<file path="src/rtl/uart_rx_deframer_if.sv">
// Register-side bus of the UART receiver: read/clear strobes in, FIFO head and status out.
interface uart_rx_deframer_if #(
  parameter int unsigned DATA_BITS = 8,
  parameter int unsigned DEPTH     = 4
);
  localparam int unsigned CntW = $clog2(DEPTH) + 1;

  logic                 rd;
  logic                 clr_err;
  logic [DATA_BITS-1:0] rxdata;
  logic                 rxvalid;
  logic [CntW-1:0]      count;
  logic                 frame_err;
  logic                 overrun;
  logic                 rxint;

  modport master (
    output rd, clr_err,
    input  rxdata, rxvalid, count, frame_err, overrun, rxint
  );

  modport slave (
    input  rd, clr_err,
    output rxdata, rxvalid, count, frame_err, overrun, rxint
  );
endinterface

</file>
<file path="src/rtl/uart_rx_deframer.sv">
// 8N1 receive deframer: oversampled start/data/stop detection feeding a small receive FIFO
// with sticky frame-error and overrun flags.
module uart_rx_deframer #(
  parameter int unsigned OVERSAMPLE = 16,
  parameter int unsigned DATA_BITS  = 8,
  parameter int unsigned DEPTH      = 4
) (
  input  logic              clk,
  input  logic              rst,
  input  logic              en,
  input  logic              baud_tick,
  input  logic              rx,
  uart_rx_deframer_if.slave bus
);

  localparam int unsigned TickW = $clog2(OVERSAMPLE);
  localparam int unsigned BitW  = $clog2(DATA_BITS + 1);
  localparam int unsigned PtrW  = $clog2(DEPTH);
  localparam int unsigned CntW  = PtrW + 1;

  localparam logic [TickW-1:0] MidTick  = TickW'(OVERSAMPLE / 2 - 1);
  localparam logic [TickW-1:0] LastTick = TickW'(OVERSAMPLE - 1);
  localparam logic [BitW-1:0]  LastBit  = BitW'(DATA_BITS - 1);
  localparam logic [CntW-1:0]  Full     = CntW'(DEPTH);

  typedef enum logic [2:0] {StIdle, StStart, StData, StStop, StBreak} state_e;

  logic                 rx_meta_q, rx_s_q;
  state_e               state_q, state_d;
  logic [TickW-1:0]     tick_cnt_q, tick_cnt_d;
  logic [BitW-1:0]      bit_cnt_q, bit_cnt_d;
  logic [DATA_BITS-1:0] shift_q, shift_d;
  logic                 push, fe_set;

  logic [DATA_BITS-1:0] mem_q [DEPTH];
  logic [PtrW-1:0]      wr_ptr_q, wr_ptr_d, rd_ptr_q, rd_ptr_d;
  logic [CntW-1:0]      count_q, count_d;
  logic [DATA_BITS-1:0] rxdata_q, rxdata_d;
  logic                 frame_err_q, frame_err_d, overrun_q, overrun_d;
  logic                 pop, push_ok, ovr_set;

  // Two-flop synchroniser; resets to the idle-high line level.
  always_ff @(posedge clk) begin
    if (rst) begin
      rx_meta_q <= 1'b1;
      rx_s_q    <= 1'b1;
    end else begin
      rx_meta_q <= rx;
      rx_s_q    <= rx_meta_q;
    end
  end

  always_ff @(posedge clk) begin
    if (rst) begin
      state_q    <= StIdle;
      tick_cnt_q <= '0;
      bit_cnt_q  <= '0;
      shift_q    <= '0;
    end else begin
      state_q    <= state_d;
      tick_cnt_q <= tick_cnt_d;
      bit_cnt_q  <= bit_cnt_d;
      shift_q    <= shift_d;
    end
  end

  always_comb begin
    state_d = state_q;
    if (!en) begin
      state_d = StIdle;
    end else if (baud_tick) begin
      unique case (state_q)
        StIdle:  if (!rx_s_q) state_d = StStart;
        StStart: if (tick_cnt_q == MidTick) state_d = rx_s_q ? StIdle : StData;
        StData:  if (tick_cnt_q == LastTick && bit_cnt_q == LastBit) state_d = StStop;
        StStop:  if (tick_cnt_q == LastTick) state_d = rx_s_q ? StIdle : StBreak;
        StBreak: if (rx_s_q) state_d = StIdle;
        default: state_d = StIdle;
      endcase
    end
  end

  always_comb begin
    tick_cnt_d = tick_cnt_q;
    bit_cnt_d  = bit_cnt_q;
    shift_d    = shift_q;
    push       = 1'b0;
    fe_set     = 1'b0;
    if (!en) begin
      tick_cnt_d = '0;
      bit_cnt_d  = '0;
      shift_d    = '0;
    end else if (baud_tick) begin
      unique case (state_q)
        StIdle: begin
          tick_cnt_d = '0;
          bit_cnt_d  = '0;
        end
        StStart: tick_cnt_d = (tick_cnt_q == MidTick) ? '0 : tick_cnt_q + 1'b1;
        StData: begin
          if (tick_cnt_q == LastTick) begin
            tick_cnt_d = '0;
            bit_cnt_d  = bit_cnt_q + 1'b1;
            // LSB first: new bit enters at the top and walks down.
            shift_d    = (shift_q >> 1) | (DATA_BITS'(rx_s_q) << (DATA_BITS - 1));
          end else begin
            tick_cnt_d = tick_cnt_q + 1'b1;
          end
        end
        StStop: begin
          if (tick_cnt_q == LastTick) begin
            tick_cnt_d = '0;
            bit_cnt_d  = '0;
            push       = rx_s_q;
            fe_set     = ~rx_s_q;
          end else begin
            tick_cnt_d = tick_cnt_q + 1'b1;
          end
        end
        default: ;
      endcase
    end
  end

  always_comb begin
    pop      = bus.rd && (count_q != '0);
    push_ok  = push && ((count_q != Full) || pop);
    ovr_set  = push && (count_q == Full) && !pop;
    wr_ptr_d = push_ok ? wr_ptr_q + 1'b1 : wr_ptr_q;
    rd_ptr_d = pop ? rd_ptr_q + 1'b1 : rd_ptr_q;
    count_d  = count_q + CntW'(push_ok) - CntW'(pop);
    // Head comes from the write port when the new head slot is being written this cycle.
    if (count_d == '0) begin
      rxdata_d = '0;
    end else if (push_ok && (rd_ptr_d == wr_ptr_q)) begin
      rxdata_d = shift_q;
    end else begin
      rxdata_d = mem_q[rd_ptr_d];
    end
    frame_err_d = fe_set | (frame_err_q & ~bus.clr_err);
    overrun_d   = ovr_set | (overrun_q & ~bus.clr_err);
  end

  always_ff @(posedge clk) begin
    if (push_ok) mem_q[wr_ptr_q] <= shift_q;
  end

  always_ff @(posedge clk) begin
    if (rst) begin
      wr_ptr_q    <= '0;
      rd_ptr_q    <= '0;
      count_q     <= '0;
      rxdata_q    <= '0;
      frame_err_q <= 1'b0;
      overrun_q   <= 1'b0;
    end else begin
      wr_ptr_q    <= wr_ptr_d;
      rd_ptr_q    <= rd_ptr_d;
      count_q     <= count_d;
      rxdata_q    <= rxdata_d;
      frame_err_q <= frame_err_d;
      overrun_q   <= overrun_d;
    end
  end

  assign bus.rxdata    = rxdata_q;
  assign bus.rxvalid   = (count_q != '0);
  assign bus.count     = count_q;
  assign bus.frame_err = frame_err_q;
  assign bus.overrun   = overrun_q;
  assign bus.rxint     = (count_q != '0) | frame_err_q | overrun_q;

endmodule
</file>
<file path="src/flat_wrapper.sv">
// flat-port wrapper written by rule: the top's interface ports become plain ports
module uart_rx_deframer_flat 
#(
  parameter int unsigned OVERSAMPLE = 16,
  parameter int unsigned DATA_BITS  = 8,
  parameter int unsigned DEPTH      = 4
)
  (clk, rst, en, baud_tick, rx, bus_rd, bus_clr_err, bus_rxdata, bus_rxvalid, bus_count, bus_frame_err, bus_overrun, bus_rxint);
  uart_rx_deframer_if #(.DATA_BITS(DATA_BITS), .DEPTH(DEPTH)) bus_i ();
  input  logic clk;
  input  logic rst;
  input  logic en;
  input  logic baud_tick;
  input  logic rx;
  input wire logic [$bits(bus_i.rd)-1:0] bus_rd;
  input wire logic [$bits(bus_i.clr_err)-1:0] bus_clr_err;
  output wire logic [$bits(bus_i.rxdata)-1:0] bus_rxdata;
  output wire logic [$bits(bus_i.rxvalid)-1:0] bus_rxvalid;
  output wire logic [$bits(bus_i.count)-1:0] bus_count;
  output wire logic [$bits(bus_i.frame_err)-1:0] bus_frame_err;
  output wire logic [$bits(bus_i.overrun)-1:0] bus_overrun;
  output wire logic [$bits(bus_i.rxint)-1:0] bus_rxint;
  assign bus_i.rd = bus_rd;
  assign bus_i.clr_err = bus_clr_err;
  assign bus_rxdata = bus_i.rxdata;
  assign bus_rxvalid = bus_i.rxvalid;
  assign bus_count = bus_i.count;
  assign bus_frame_err = bus_i.frame_err;
  assign bus_overrun = bus_i.overrun;
  assign bus_rxint = bus_i.rxint;
  uart_rx_deframer #(.OVERSAMPLE(OVERSAMPLE), .DATA_BITS(DATA_BITS), .DEPTH(DEPTH)) u_core (.clk(clk), .rst(rst), .en(en), .baud_tick(baud_tick), .rx(rx), .bus(bus_i));
endmodule
</file>
<file path="config.mk">
export PLATFORM = sky130hd
export DESIGN_NAME = uart_rx_deframer_flat
export DESIGN_NICKNAME = d
export VERILOG_FILES = /design/src/rtl/uart_rx_deframer_if.sv /design/src/rtl/uart_rx_deframer.sv /design/src/flat_wrapper.sv
export SDC_FILE = /design/constraint.sdc
export NUM_CORES = 1
export LEC_CHECK = 0
export ABC_AREA = 1
export CELL_PAD_IN_SITES_DETAIL_PLACEMENT = 0
export CELL_PAD_IN_SITES_GLOBAL_PLACEMENT = 1
export CORE_MARGIN = 1
export CORE_UTILIZATION = 45
export DETAILED_ROUTE_END_ITERATION = 12
export PLACE_DENSITY = 0.76
export REMOVE_ABC_BUFFERS = 1
export SYNTH_ARGS = -nofsm -noshare
export SYNTH_HDL_FRONTEND = slang
export SYNTH_SLANG_ARGS = --single-unit
</file>
<file path="constraint.sdc">
create_clock -name clk -period 3.7 [get_ports clk]
set_clock_uncertainty 0.1 [all_clocks]
set_input_delay 0.74 -clock clk [delete_from_list [all_inputs] [get_ports clk]]
set_output_delay 0.74 -clock clk [all_outputs]
set_load 0.02 [all_outputs]
</file>
* Word-level counts from Yosys, hierarchy flattened
Memories as Yosys holds them, arrays and structs flattened. A register that Yosys moved wholly into a read port is not among the register bits.
Index checks and enable logic that the tools add are counted.
** Cells by class
- $add $sub $neg :: 6
- $mul :: 0
- Divide/modulo/power cells :: 0
- Order comparisons :: 0
- Equality and inequality tests :: 15
- Shifts and indexed selects :: 0
- Mux-type cells :: 25
- Bitwise logic cells :: 10
- Reductions and logical operators :: 19
** Operator list (count)
- 4-bit one-hot mux with 3 select lines :: 2
- 3-bit two-way mux :: 6
- 4-bit two-way mux :: 4
- 3-bit one-hot mux with 5 select lines :: 1
- 1-bit two-way mux :: 10
- 2-bit by 1-bit inequality test with 1-bit output, second input constant :: 5
- 3-bit nonzero test :: 3
- 4-bit by 1-bit adder with 4-bit output, second input constant :: 2
- 4-bit by 3-bit equality test with 1-bit output, second input constant :: 2
- 7-bit by 8-bit bitwise OR with 8-bit output :: 1
- 3-bit by 2-bit equality test with 1-bit output, second input constant :: 2
- 3-bit equality test, second input constant :: 2
- 3-bit zero test :: 2
- 6-bit AND reduction :: 1
- 2-bit OR reduction :: 3
- 1-bit logical AND :: 5
- 2-bit by 1-bit adder with 2-bit output, second input constant :: 2
- 4-bit equality test, second input constant :: 1
- 2-bit two-way mux :: 2
- 1-bit bitwise OR :: 4
- 4-bit AND reduction :: 1
- 3-bit by 1-bit adder with 3-bit output :: 1
- 3-bit by 1-bit equality test with 1-bit output, second input constant :: 1
- 3-bit inequality test, second input constant :: 1
- other kinds (8) :: 11
** Word-level totals
- Bits in registers :: 30
- Bits in latches :: 0
- Memory bits (writable) :: 32
- Bits in read-only memories :: 0
- Bits of input ports :: 7
- Output and inout bits :: 15
- Memories :: 1
** Memories
- u_core.mem_q :: words 4, width 8, read ports 1, clocked after memory_dff 1, write ports 1, line uart_rx_deframer.sv:35 : logic [DATA_BITS-1:0] mem_q [DEPTH];

* Logic depth before layout (Yosys ltp)
Gate-level depths: netlist (run 1).
- Depth in word-level cells :: 10
- Gate-level depth with buffers :: 16

* Worst setup path before layout (run 1)
Ideal clock, no wire load.
- Path kind :: input -> register
- Start :: input port bus_rd
- End :: register u_core.rxdata_q[0], in the netlist u_core.bus.rxdata[0] (read register of u_core.mem_q)
- Arrival :: 2.452 ns
- Data required time :: 3.489 ns
- Setup slack :: 1.036 ns
- Stages on the path :: 14
- Buffers on the path :: 0
- Path through :: inv_1 > nand2_1 > nor2_1 > nor3_4 > ha_1 > inv_1 > fa_1 > xnor2_1 > xor2_1 > nand3_1 > nand2_1 > inv_1 > nand2_1 > nor2_1
** On the way
- Cells in the longest elaborated chain, start to end :: 7
** Ends and longest elaborated chain
- from (decl) :: line flat_wrapper.sv:15 : input wire logic [$bits(bus_i.rd)-1:0] bus_rd;
- 1-bit logical AND :: line uart_rx_deframer.sv:126 : pop = bus.rd && (count_q != '0);
- 1-bit logical OR :: line uart_rx_deframer.sv:127 : push_ok = push && ((count_q != Full) || pop);
- 1-bit logical AND :: line uart_rx_deframer.sv:127
- via u_core.push_ok :: line uart_rx_deframer.sv:40 : logic pop, push_ok, ovr_set;
- 3-bit by 1-bit adder with 3-bit output :: line uart_rx_deframer.sv:131 : count_d = count_q + CntW'(push_ok) - CntW'(pop);
- 3-bit by 1-bit subtractor with 3-bit output :: line uart_rx_deframer.sv:131
- 3-bit zero test :: line uart_rx_deframer.sv:133 : if (count_d == '0) begin
- 2-bit OR reduction (no source line)
- to (decl) :: line uart_rx_deframer.sv:38 : logic [DATA_BITS-1:0] rxdata_q, rxdata_d;
The timed path passes the listed nets, and every way through them passes these cells.
A chain may end at the register's enable or synchronous reset.

* Worst setup path in the final report (run 1)
- Start :: input port bus_rd
- End :: register u_core.rxdata_q[0], in the netlist u_core.bus.rxdata[0] (read register of u_core.mem_q)
** On the way
- Cells in the longest elaborated chain, start to end :: 7
** Ends and longest elaborated chain (line)
- 1-bit logical AND * :: uart_rx_deframer.sv:126
- 1-bit logical OR :: uart_rx_deframer.sv:127
- 1-bit logical AND :: uart_rx_deframer.sv:127
- 3-bit by 1-bit adder with 3-bit output :: uart_rx_deframer.sv:131
- 3-bit by 1-bit subtractor with 3-bit output :: uart_rx_deframer.sv:131
- 3-bit zero test :: uart_rx_deframer.sv:133
- 2-bit OR reduction (no source line)
Every way passes the cells marked *; elsewhere a longest branch is shown, timed or not.

==> results of run 1 <==
==> critical path: stages <==
cell and delay (ns):
clkdlybuf4s50_1 0.51, nand2_1 0.09, inv_1 0.06, ha_1 0.21, inv_1 0.06, ha_1 0.13
inv_1 0.05, fa_1 0.37, xnor2_1 0.17, xor2_1 0.20, nand3_1 0.09, nand2_1 0.12
inv_1 0.14, nand2_1 0.10, nor2_1 0.04
==> metal layers <==
metal,track usage (%),up-vias
met5,0,-
met4,6.818,0
met3,3.465,4
met2,31.89,29
met1,22.35,1077
li1,-,1244
==> flip-flops by register name (all words and copies together) (netlist names) <==
register              count
u_core.rx_meta_q          1
u_core.rd_ptr_q           2
u_core.state_q            3
u_core.rx_s_q             1
u_core.shift_q            8
u_core.mem_q             32
u_core.bus.overrun        1
u_core.wr_ptr_q           2
u_core.bus.rxdata         8
u_core.tick_cnt_q         4
u_core.bus.frame_err      1
u_core.bit_cnt_q          4
u_core.bus.count          3
==> cells in the final DEF (no fill, tap or decap), drive strengths merged <==
master         Yosys  final
a21oi             22     22
xor2               4      4
buf                5      7
nor3               4      4
a211oi             9      9
nand3b             4      4
nand3             30     30
edfxtp            32     32
or2                2      2
clkinvlp           0      1
o211ai             7      7
bufinv             0      1
o22ai              1      1
nor2              48     48
clkinv             0      2
xnor2              1      1
nand4              4      4
dfxtp             38     38
and3               1      1
ha                 8      8
nand2             64     64
or3                1      1
clkbuf             2     11
fa                 1      1
clkdlybuf4s50      0     21
o21ai             10     10
inv               59     60
==> final timing paths <==
check / end / cells after the start / slack (ns) / start
hold reg to reg: u_core.rx_s_q$_SDFF_PP1_ / 1 / 0.32 / u_core.rx_meta_q$_SDFF_PP1_
setup / recovery: u_core.bus.rxdata[0]$_SDFF_PP0_ / 15 / 0.74 / bus_rd
setup reg to reg: u_core.bus.rxdata[0]$_SDFF_PP0_ / 15 / 0.94 / u_core.tick_cnt_q[0]$_SDFFE_PP0P_
hold / removal: u_core.rx_s_q$_SDFF_PP1_ / 1 / 0.32 / u_core.rx_meta_q$_SDFF_PP1_
==> kinds of logic after synthesis <==
| group | synth area share (%) |
|---|---|
| buffers and inverters | 8.403 |
| adders and majority gates | 3.787 |
| xor gates and xnor gates | 1.381 |
| DFF | 54.28 |
| and+or+nand+nor | 23.12 |
| AOI/OAI and AO/OA | 9.034 |
==> power groups by stage <==
stage / Combinational [mW] / Clock, mW / Sequential, mW
2_1_floorplan: 0.487 / 0 / 0.985
3_3_place_gp: 0.837 / 0 / 0.924
3_5_place_dp: 0.852 / 0 / 0.923
4_1_cts: 0.855 / 0.649 / 0.906
5_1_grt: 0.955 / 0.690 / 0.910
6_report: 0.843 / 0.632 / 0.903
==> through the flow <==
step | std cells | cell area [um^2]
6_report | 490 | 3721
5_1_grt | 490 | 3721
4_1_cts | 490 | 3721
3_5_place_dp | 474 | 3512
3_3_place_gp | 474 | 3512
2_1_floorplan | 350 | 3129
==> layout make-up <==
cell class,count,area (um^2)
Clock buffer,11,152.6
Clock inverter,5,56.30
Fill cell,639,3073
Inverter,59,224.0
Multi-Input combinational cell,221,1184
Sequential cell,70,1722
Tap cell,96,120.1
Timing Repair Buffer,28,262.8
==> metrics.cfg, run 1 <==
[logic_synthesis]
post_synth_inst_count=357
mean_instance_size_in_the_synthesized_netlist_um2=8.885
netlist-cell-type-count=31
synth_seq_area_share_pct=54.28
postSynth.asyncResetShare_pct=0
synth_edf_count=32
postSynthRegisterBits=70
synth.most_common_cell=nand2_1
cell_type_with_the_largest_total_area_after_synthesis=edfxtp_1
postSynth.topFlopCell=dfxtp_1
yosysWarnings=0
synth_top_cells_by_count=60 x nand2_1, 55 x inv_1, 44 x nor2_1
netlist_area_um2=3172
synth_top_cells_by_area=edfxtp_1 30%, dfxtp_1 24%, nand2_1 7.1%
yosysTopAreaCellShare_pct=30.30

[power]
ir_worst_vdd_v=0.0002586
static-leakage-power_nw=1.501
p_sw_uw=831.4
power_density_nw_per_um2=638.9
power.share.combinational_pct=35.4
p_int_mw=1.546
p_clk_share_pct=26.6
p_total_mw=2.378
power_switching_share_pct=34.97
seq_power_share_pct=38.0

[timing]
final-hold-violation-count=0
rsz_0062_raised_after_global_routing=no
fin_hold_ws_ns=0.3187
layout_setup_ws_ns=0.7405
timing.max_slew.rel_slack_pct=56.29
fmax_mhz=337.9
maxSlewViolCount=0
worst-slew-pin-transition_ns=0.6541
timing.final.setup_violations=0
fin_crit_sh_pct=79.99
final_period_minus_worst_setup_slack_ns=2.960
timing.setup.tns_ns=0

[global_routing]
grt_pass1_wl_um=10200
overflow=0
number_of_antenna_violations_at_the_first_check_in_global_routing=0
grt_start_max_net_pins=19
number_of_global_route_vias_before_repair=2204
globalRouteTotalUtil_pct=18.25

[setup_path]
worst_ep_required_ns=3.82
critical_path_peak_fanout=6
critical_path_class=in2reg
startpoint_type=input pin
worst-endpoint-arrival_ns=3.08
setup.worst_path.end_class=register

[drt]
routed_via_density=4.804
met2WireLength_um=3052
wirelength_met1_um=2831
antenna_violating_nets_post_route=0
remaining_drc_errors=0
wl_per_cell_um=12.40
highest-signal-layer=met4
drtIter0Drc=121
drt_pass1_iterations=4
routed_wl_um=6078
wl_met3_um=142
vias=2354

[layout]
diodes=0
fraction_of_layout_instances_using_a_drive_strength_above_1_pct=10.15
syn2layout_area_growth_pct=17.32
final_nets=405
final_core_utilization_pct=54.77

[die]
std_cell_rows=30
ios=22
coreArea_um2=6794
die_x_um=85.96
start_util_pct=46.69
design.die.area_um2=7388
die_height_um=85.96

[clock_network]
clk_path_buf_depth=2
cts_setup_buffers=0
h_tree_levels=3
cts_repair_resize_count=0
cts.root.buffer_cell=clkbuf_8
clk_sink_count=70
cts_tree=yes
cts.hold.buffers_added=0
tritoncts.num_buffers=9
clock_insertion_delay_worst_skew_ns=0.33
clkTransAtPathRegs_ns=0.07

[place]
dp_hpwl_um=4431
placement.io_buffers=21
routabilityCongestion=0.7939
pre_cts_worst_setup_slack_ns=0.4058

[hold_path]
hp-class=reg2reg

[job]
drv_cap=0

[outcome]
run_status=completed

No activity file was read; power rests on OpenSTA's default activity.
==> inputs of run 2 (changes only) <==
--- a/config.mk
+++ b/config.mk
@@ -9,9 +9,9 @@
 export CELL_PAD_IN_SITES_DETAIL_PLACEMENT = 0
 export CELL_PAD_IN_SITES_GLOBAL_PLACEMENT = 1
 export CORE_MARGIN = 1
-export CORE_UTILIZATION = 45
+export CORE_UTILIZATION = 40
 export DETAILED_ROUTE_END_ITERATION = 12
-export PLACE_DENSITY = 0.76
+export PLACE_DENSITY = 0.72
 export REMOVE_ABC_BUFFERS = 1
 export SYNTH_ARGS = -nofsm -noshare
 export SYNTH_HDL_FRONTEND = slang
==> constraint.sdc (replaced) <==
create_clock -name clk -period 2.59 [get_ports clk]
set_clock_uncertainty 0.1 [all_clocks]
set_input_delay 0.518 -clock clk [delete_from_list [all_inputs] [get_ports clk]]
set_output_delay 0.518 -clock clk [all_outputs]
set_load 0.02 [all_outputs]
==> metrics.cfg, run 2 (synthesis gave the netlist of run 1 again) <==
[timing]
timing.max_slew.rel_slack_pct=76.24  ; was 56.29%
timing.final.setup_violations=8  ; was 0
fin_hold_ws_ns=0.3112  ; was 0.3187 ns
fin_crit_sh_pct=100.9
final-hold-violation-count=0  ; unchanged
timing.setup.tns_ns=-0.1012  ; was 0 ns
final_period_minus_worst_setup_slack_ns=2.614
fmax_mhz=382.5
worst-slew-pin-transition_ns=0.3552  ; was 0.6541 ns
layout_setup_ws_ns=-0.02406  ; was 0.7405 ns
rsz_0062_raised_after_global_routing=yes  ; was no
maxSlewViolCount=0  ; unchanged

[drt]
remaining_drc_errors=0  ; unchanged
wl_per_cell_um=12.26  ; was 12.40 um
antenna_violating_nets_post_route=0  ; unchanged
drt_pass1_iterations=4  ; unchanged
vias=2405  ; was 2354
drtIter0Drc=74  ; was 121
routed_wl_um=6377  ; was 6078 um
routed_via_density=4.625  ; was 4.804

[die]
ios=22  ; unchanged
start_util_pct=41.26  ; was 46.69%
std_cell_rows=32  ; was 30
die_height_um=91.05  ; was 85.96 um
design.die.area_um2=8289  ; was 7388 um^2
die_x_um=91.05  ; was 85.96 um
coreArea_um2=7687  ; was 6794 um^2

[setup_path]
peak_per_stage_delay_on_the_critical_path_ns=0.52  ; was 0.51 ns
critical_path_peak_fanout=6  ; unchanged
crit_slowest_cell=clkdlybuf4s50_1  ; unchanged
worst_ep_required_ns=2.73  ; was 3.82 ns
startpoint_type=input pin  ; unchanged
crit_path_cell_trace=clkdlybuf4s50_1 -> nand3_4 -> nor3_4 -> ha_2 -> inv_2 -> fa_2 -> xnor2_2 -> xor2_1 -> nand3_1 -> nand2_2 -> inv_4 -> nand2_1 -> nor2_1  ; was clkdlybuf4s50_1 -> nand2_1 -> inv_1 -> ha_1 -> inv_1 -> ha_1 -> inv_1 -> fa_1 -> xnor2_1 -> xor2_1 -> nand3_1 -> nand2_1 -> inv_1 -> nand2_1 -> nor2_1
regToRegSetupSlack_ns=0  ; was 0.94 ns
worst-endpoint-arrival_ns=2.75  ; was 3.08 ns
setup.worst_path.end_class=register  ; unchanged
endpoint=u_core.bus.rxdata[0]$_SDFF_PP0_  ; unchanged
worst-r2r-cell-count=15  ; unchanged
rr_startpoint=u_core.tick_cnt_q[0]$_SDFFE_PP0P_  ; unchanged
worst_r2r_endpoint=u_core.bus.rxdata[0]$_SDFF_PP0_  ; unchanged
critical_path_class=in2reg  ; unchanged
worst_setup_path_startpoint=en  ; was bus_rd

[clock_network]
clkTransAtPathRegs_ns=0.07  ; about the same
cts.hold.buffers_added=0  ; unchanged
tritoncts.num_buffers=9  ; unchanged
clock_insertion_delay_worst_skew_ns=0.34  ; was 0.33 ns
cts.root.buffer_cell=clkbuf_8  ; unchanged
clk_path_buf_depth=2  ; unchanged
h_tree_levels=3  ; unchanged
cts_tree=yes  ; unchanged
clk_sink_count=70  ; unchanged

[layout]
mostFrequentLayoutCells=54 x nand2_1, 53 x inv_1, 42 x nor2_1, 36 x dfxtp_1, 32 x edfxtp_1  ; was 60 x nand2_1, 55 x inv_1, 44 x nor2_1, 38 x dfxtp_1, 32 x edfxtp_1
registers.top_by_ff_count=u_core.mem_q  ; unchanged
diodes=0  ; unchanged
mostFrequentLayoutCell=nand2_1  ; unchanged
final_nets=429  ; was 405
multiInputGateArea_um2=1241  ; was 1184 um^2
fraction_of_layout_instances_using_a_drive_strength_above_1_pct=18.42  ; was 10.15%
num-fill-cells=772  ; was 639
stdcell_area_um2=3943  ; was 3721 um^2
syn2layout_area_growth_pct=24.30  ; was 17.32%
flip_flop_count_of_the_largest_register_after_layout=32  ; unchanged
seqCellArea_um2=1724  ; was 1722 um^2

[hold_path]
hp-class=reg2reg  ; unchanged

[place]
dp_hpwl_um=4640  ; was 4431 um
detailed_place.area_um2=3655  ; was 3512 um^2
pre_cts_worst_setup_slack_ns=-0.5122  ; was 0.4058 ns
routabilityCongestion=0.7657  ; was 0.7939
placement.io_buffers=21  ; unchanged

[power]
static-leakage-power_nw=1.627  ; was 1.501 nW
ir_worst_vdd_v=0.0003861  ; was 0.0002586 V
p_sw_mw=1.248  ; was 831.4 uW
seq_power_share_pct=35.8  ; was 38.0%
power_density_nw_per_um2=903.9  ; was 638.9 nW/um^2
power.share.combinational_pct=41.1  ; was 35.4%
power_switching_share_pct=35.01  ; was 34.97%
p_clk_share_pct=23.1  ; was 26.6%
p_int_mw=2.316  ; was 1.546 mW

[global_routing]
overflow=0  ; unchanged
grt_start_max_net_pins=30  ; was 19
grt_pass1_wl_um=11120  ; was 10200 um
globalRouteTotalUtil_pct=17.38  ; was 18.25%
number_of_global_route_vias_before_repair=2418  ; was 2204
number_of_antenna_violations_at_the_first_check_in_global_routing=0  ; unchanged

[outcome]
run_status=finished with violations  ; was completed
failing_checks=setup timing

[job]
drv_cap=0  ; unchanged

-- run 2: cell count changes in the layout (fill, tap and decap cells not counted), sizes merged --
| cell | delta |
|---|---|
| buf | +24 |
| inv | -1 |
| clkinv | +1 |
| dlygate4sd2 | +1 |
| clkdlybuf4s50 | -1 |
-- run 2: how the worst min path moves through the flow --
stage                                      from                        to  slack (ns)  cells past startpoint
detailed placement  u_core.rx_meta_q$_SDFF_PP1_  u_core.rx_s_q$_SDFF_PP1_        0.30                      1
global placement    u_core.rx_meta_q$_SDFF_PP1_  u_core.rx_s_q$_SDFF_PP1_        0.30                      1
finish              u_core.rx_meta_q$_SDFF_PP1_  u_core.rx_s_q$_SDFF_PP1_        0.31                      1
floorplan           u_core.rx_meta_q$_SDFF_PP1_  u_core.rx_s_q$_SDFF_PP1_        0.29                      1
global route        u_core.rx_meta_q$_SDFF_PP1_  u_core.rx_s_q$_SDFF_PP1_        0.33                      1
CTS                 u_core.rx_meta_q$_SDFF_PP1_  u_core.rx_s_q$_SDFF_PP1_        0.31                      1
-- run 2: routing by layer --
layer / share of wire, % / vias up / routed length [um] / GRT usage (%)
met5: 0 / - / 0 / 0
met4: 1.4 / 0 / 89 / 6.746
met3: 1.7 / 9 / 109 / 3.769
met2: 52 / 15 / 3307 / 31.82
met1: 45 / 1098 / 2870 / 19.59
li1: - / 1283 / - / -
-- run 2: critical path, delay by kind of cell --
kind                       cells  cell delay, ns
adders and majority gates      2            0.61
xor gates and xnor gates       2            0.36
and+or+nand+nor                6            0.63
buffers and inverters          3            0.63
-- run 2: area by class of cell --
class / instances / area share (%)
tap: 102 / 3.237
sequential: 70 / 43.73
inverter: 59 / 5.744
clock inverter: 5 / 1.269
multi-input combinational: 221 / 31.48
clock buffer: 11 / 3.332
timing repair buffer: 52 / 11.20
-- run 2: repair_timing --
item / 4_1_cts / 5_1_grt
pin swaps: 7 / 12
cloned: 0 / 0
buffers inserted: 5 / 3
resized for setup: 11 / 10
setup endpoints to repair: 6 / 10
-- run 2: power groups by stage --
stage                     logic (mW)  registers, mW  clock network (mW)
after global placement          1.33           1.30                   0
after detailed placement        1.34           1.30                   0
after floorplan                0.707           1.40                   0
final                           1.46           1.28               0.824
after global routing            1.64           1.29               0.885
after CTS                       1.47           1.27               0.843
-- run 2: through the flow --
stage | utilization [%] | cells | total power [mW]
2_1_floorplan | - | 350 | 2.108
3_3_place_gp | 47.54 | 498 | 2.626
3_5_place_dp | 47.54 | 498 | 2.635
4_1_cts | 50.73 | 519 | 3.583
5_1_grt | 51.29 | 520 | 3.812
6_report | 51.29 | 520 | 3.564
==> inputs of run 3 (changes only) <==
--- a/config.mk
+++ b/config.mk
@@ -8,8 +8,9 @@
 export ABC_AREA = 1
 export CELL_PAD_IN_SITES_DETAIL_PLACEMENT = 0
 export CELL_PAD_IN_SITES_GLOBAL_PLACEMENT = 1
-export CORE_MARGIN = 1
+export CORE_MARGIN = 2
 export CORE_UTILIZATION = 40
+export CTS_CLUSTER_DIAMETER = 120
 export DETAILED_ROUTE_END_ITERATION = 12
 export PLACE_DENSITY = 0.72
 export REMOVE_ABC_BUFFERS = 1
==> metrics.cfg, run 3 (synthesis gave the netlist of run 1 again) <==
[place]
pre_cts_worst_setup_slack_ns=-0.4941  ; was -0.5122 ns
placedCellCount=497  ; was 498
placement.io_buffers=21  ; unchanged
detailed_place.area_um2=3647  ; was 3655 um^2
routabilityCongestion=0.8456  ; was 0.7657
dp_hpwl_um=4587  ; was 4640 um

[clock_network]
clkTransAtPathRegs_ns=0.08  ; was 0.07 ns
h_tree_levels=3  ; unchanged
cts.hold.buffers_added=0  ; unchanged
clk_sink_count=70  ; unchanged
clk_path_buf_depth=2  ; unchanged
cts.root.buffer_cell=clkbuf_8  ; unchanged
cts_tree=yes  ; unchanged
clock_insertion_delay_worst_skew_ns=0.33  ; was 0.34 ns
tritoncts.num_buffers=9  ; unchanged

[power]
ir_worst_vdd_v=0.0003668  ; was 0.0003861 V
seq_power_share_pct=34.4  ; was 35.8%
p_clk_share_pct=24.9  ; was 23.1%
p_total_mw=3.732  ; was 3.564 mW
p_int_mw=2.455  ; was 2.316 mW
power_switching_share_pct=34.24  ; was 35.01%
static-leakage-power_nw=1.637  ; was 1.627 nW
power_density_nw_per_um2=940.1  ; was 903.9 nW/um^2
p_sw_mw=1.278  ; was 1.248 mW
power.share.combinational_pct=40.7  ; was 41.1%

[die]
coreArea_um2=7687  ; unchanged
std_cell_rows=32  ; unchanged
start_util_pct=41.26  ; unchanged
die_height_um=93.05  ; was 91.05 um
ios=22  ; unchanged
design.die.area_um2=8657  ; was 8289 um^2
die_x_um=93.05  ; was 91.05 um

[drt]
remaining_drc_errors=0  ; unchanged
routed_wl_um=6454  ; was 6377 um
wl_per_cell_um=12.44  ; was 12.26 um
vias=2398  ; was 2405
drt_pass1_iterations=4  ; unchanged
antenna_violating_nets_post_route=0  ; unchanged
drtIter0Drc=75  ; was 74
routed_via_density=4.620  ; was 4.625

[layout]
final_core_utilization_pct=51.64  ; was 51.29%
flip_flop_count_of_the_largest_register_after_layout=32  ; unchanged
registers.top_by_ff_count=u_core.mem_q  ; unchanged
final_nets=428  ; was 429
finalNonFillerCells=519  ; was 520
fraction_of_layout_instances_using_a_drive_strength_above_1_pct=18.23  ; was 18.42%
mostFrequentLayoutCells=57 x nand2_1, 53 x inv_1, 42 x nor2_1, 35 x dfxtp_1, 32 x edfxtp_1  ; was 54 x nand2_1, 53 x inv_1, 42 x nor2_1, 36 x dfxtp_1, 32 x edfxtp_1
diodes=0  ; unchanged
mostFrequentLayoutCell=nand2_1  ; unchanged
seqCellArea_um2=1725  ; was 1724 um^2
multiInputGateArea_um2=1244  ; was 1241 um^2
num-fill-cells=744  ; was 772
stdcell_area_um2=3970  ; was 3943 um^2
syn2layout_area_growth_pct=25.17  ; was 24.30%

[timing]
final_period_minus_worst_setup_slack_ns=2.500  ; was 2.614 ns
timing.max_slew.rel_slack_pct=76.15  ; was 76.24%
fin_crit_sh_pct=96.53  ; was 100.9%
fin_hold_ws_ns=0.3233  ; was 0.3112 ns
layout_setup_ws_ns=0.08980  ; was -0.02406 ns
fmax_mhz=400.0  ; was 382.5 MHz
maxSlewViolCount=0  ; unchanged
worst-slew-pin-transition_ns=0.3565  ; was 0.3552 ns
rsz_0062_raised_after_global_routing=yes  ; unchanged
timing.setup.tns_ns=0  ; was -0.1012 ns
final-hold-violation-count=0  ; unchanged
timing.final.setup_violations=0  ; was 8

[outcome]
run_status=completed  ; was finished with violations

[setup_path]
worst_setup_path_startpoint=baud_tick  ; was en
crit_buf_inv=3  ; unchanged
crit_slowest_cell=clkdlybuf4s50_1  ; unchanged
critical_path_class=in2reg  ; unchanged
rr_startpoint=u_core.tick_cnt_q[1]$_SDFFE_PP0P_  ; was u_core.tick_cnt_q[0]$_SDFFE_PP0P_
critical_path_peak_fanout=6  ; unchanged
worst_path_dominant_cell_family=buffers and inverters  ; unchanged
crit_path_cell_trace=clkdlybuf4s50_1 -> nand3_4 -> nor3_4 -> ha_2 -> inv_2 -> fa_2 -> xnor2_2 -> xor2_1 -> nand3_1 -> nand2_2 -> inv_4 -> nand2_1 -> nor2_1  ; unchanged
setup.worst_path.end_class=register  ; unchanged
startpoint_type=input pin  ; unchanged
worst_ep_required_ns=2.72  ; was 2.73 ns
peak_per_stage_delay_on_the_critical_path_ns=0.54  ; was 0.52 ns
worst-endpoint-arrival_ns=2.63  ; was 2.75 ns

[global_routing]
number_of_global_route_vias_before_repair=2419  ; was 2418
overflow=0  ; unchanged
globalRouteTotalUtil_pct=16.48  ; was 17.38%
number_of_antenna_violations_at_the_first_check_in_global_routing=0  ; unchanged
grt_start_max_net_pins=30  ; unchanged
grt_pass1_wl_um=11070  ; was 11120 um

[job]
drv_cap=0  ; unchanged

[hold_path]
holdCritStartpoint=u_core.rx_meta_q$_SDFF_PP1_  ; unchanged
hp-class=reg2reg  ; unchanged

==> run 3: area by class of cell <==
| cell class | count | area share, % |
|---|---|---|
| flip-flops and latches | 70 | 43.46 |
| multi-input cells | 221 | 31.33 |
| repair buffers | 51 | 10.94 |
| inverters | 59 | 5.704 |
| well taps | 102 | 3.215 |
| clock buffers | 9 | 3.120 |
| clock inverters | 7 | 2.238 |
==> run 3: worst paths after layout <==
kind              depth (start not counted)  slack, ns                         endpoint
hold reg to reg                           1       0.32         u_core.rx_s_q$_SDFF_PP1_
hold / removal                            1       0.32         u_core.rx_s_q$_SDFF_PP1_
setup / recovery                         13       0.09  u_core.bus.rxdata[0]$_SDFF_PP0_
setup reg to reg                         15       0.13  u_core.bus.rxdata[0]$_SDFF_PP0_
==> run 3: worst reg2reg max path, cell delays in order (launching register included) <==
cell     delay (ns)
dfxtp_2        0.36
ha_4           0.16
nand2_4        0.06
nor2_4         0.12
nand3_4        0.10
nor3_4         0.14
ha_2           0.19
inv_2          0.04
fa_2           0.34
xnor2_2        0.15
xor2_1         0.21
nand3_1        0.12
nand2_2        0.11
inv_4          0.06
nand2_1        0.06
nor2_1         0.04
==> run 3: power by group through the flow <==
stage	Combinational (mW)	Clock, mW	Sequential, mW
floorplan	0.707	0	1.40
global placement	1.33	0	1.30
detailed placement	1.34	0	1.30
CTS	1.46	0.958	1.27
global route	1.71	0.999	1.29
finish	1.52	0.931	1.28
==> run 3: repair_timing <==
| item | in CTS | in global routing |
|---|---|---|
| setup buffers | 4 | 3 |
| resized for setup | 9 | 12 |
| setup endpoints to repair | 6 | 10 |
| endpoints found under the hold margin | 0 | 0 |
| pin swaps | 6 | 6 |
==> run 3: metal layers <==
layer / wire [um] / share of wire [%] / GRT usage (%) / vias up
met2: 3275 / 51 / 29.41 / 20
met3: 112 / 1.7 / 2.901 / 6
li1: - / - / - / 1286
met1: 2999 / 46 / 19.90 / 1086
met4: 66 / 1.0 / 6.005 / 0
met5: 0 / 0 / 0 / -
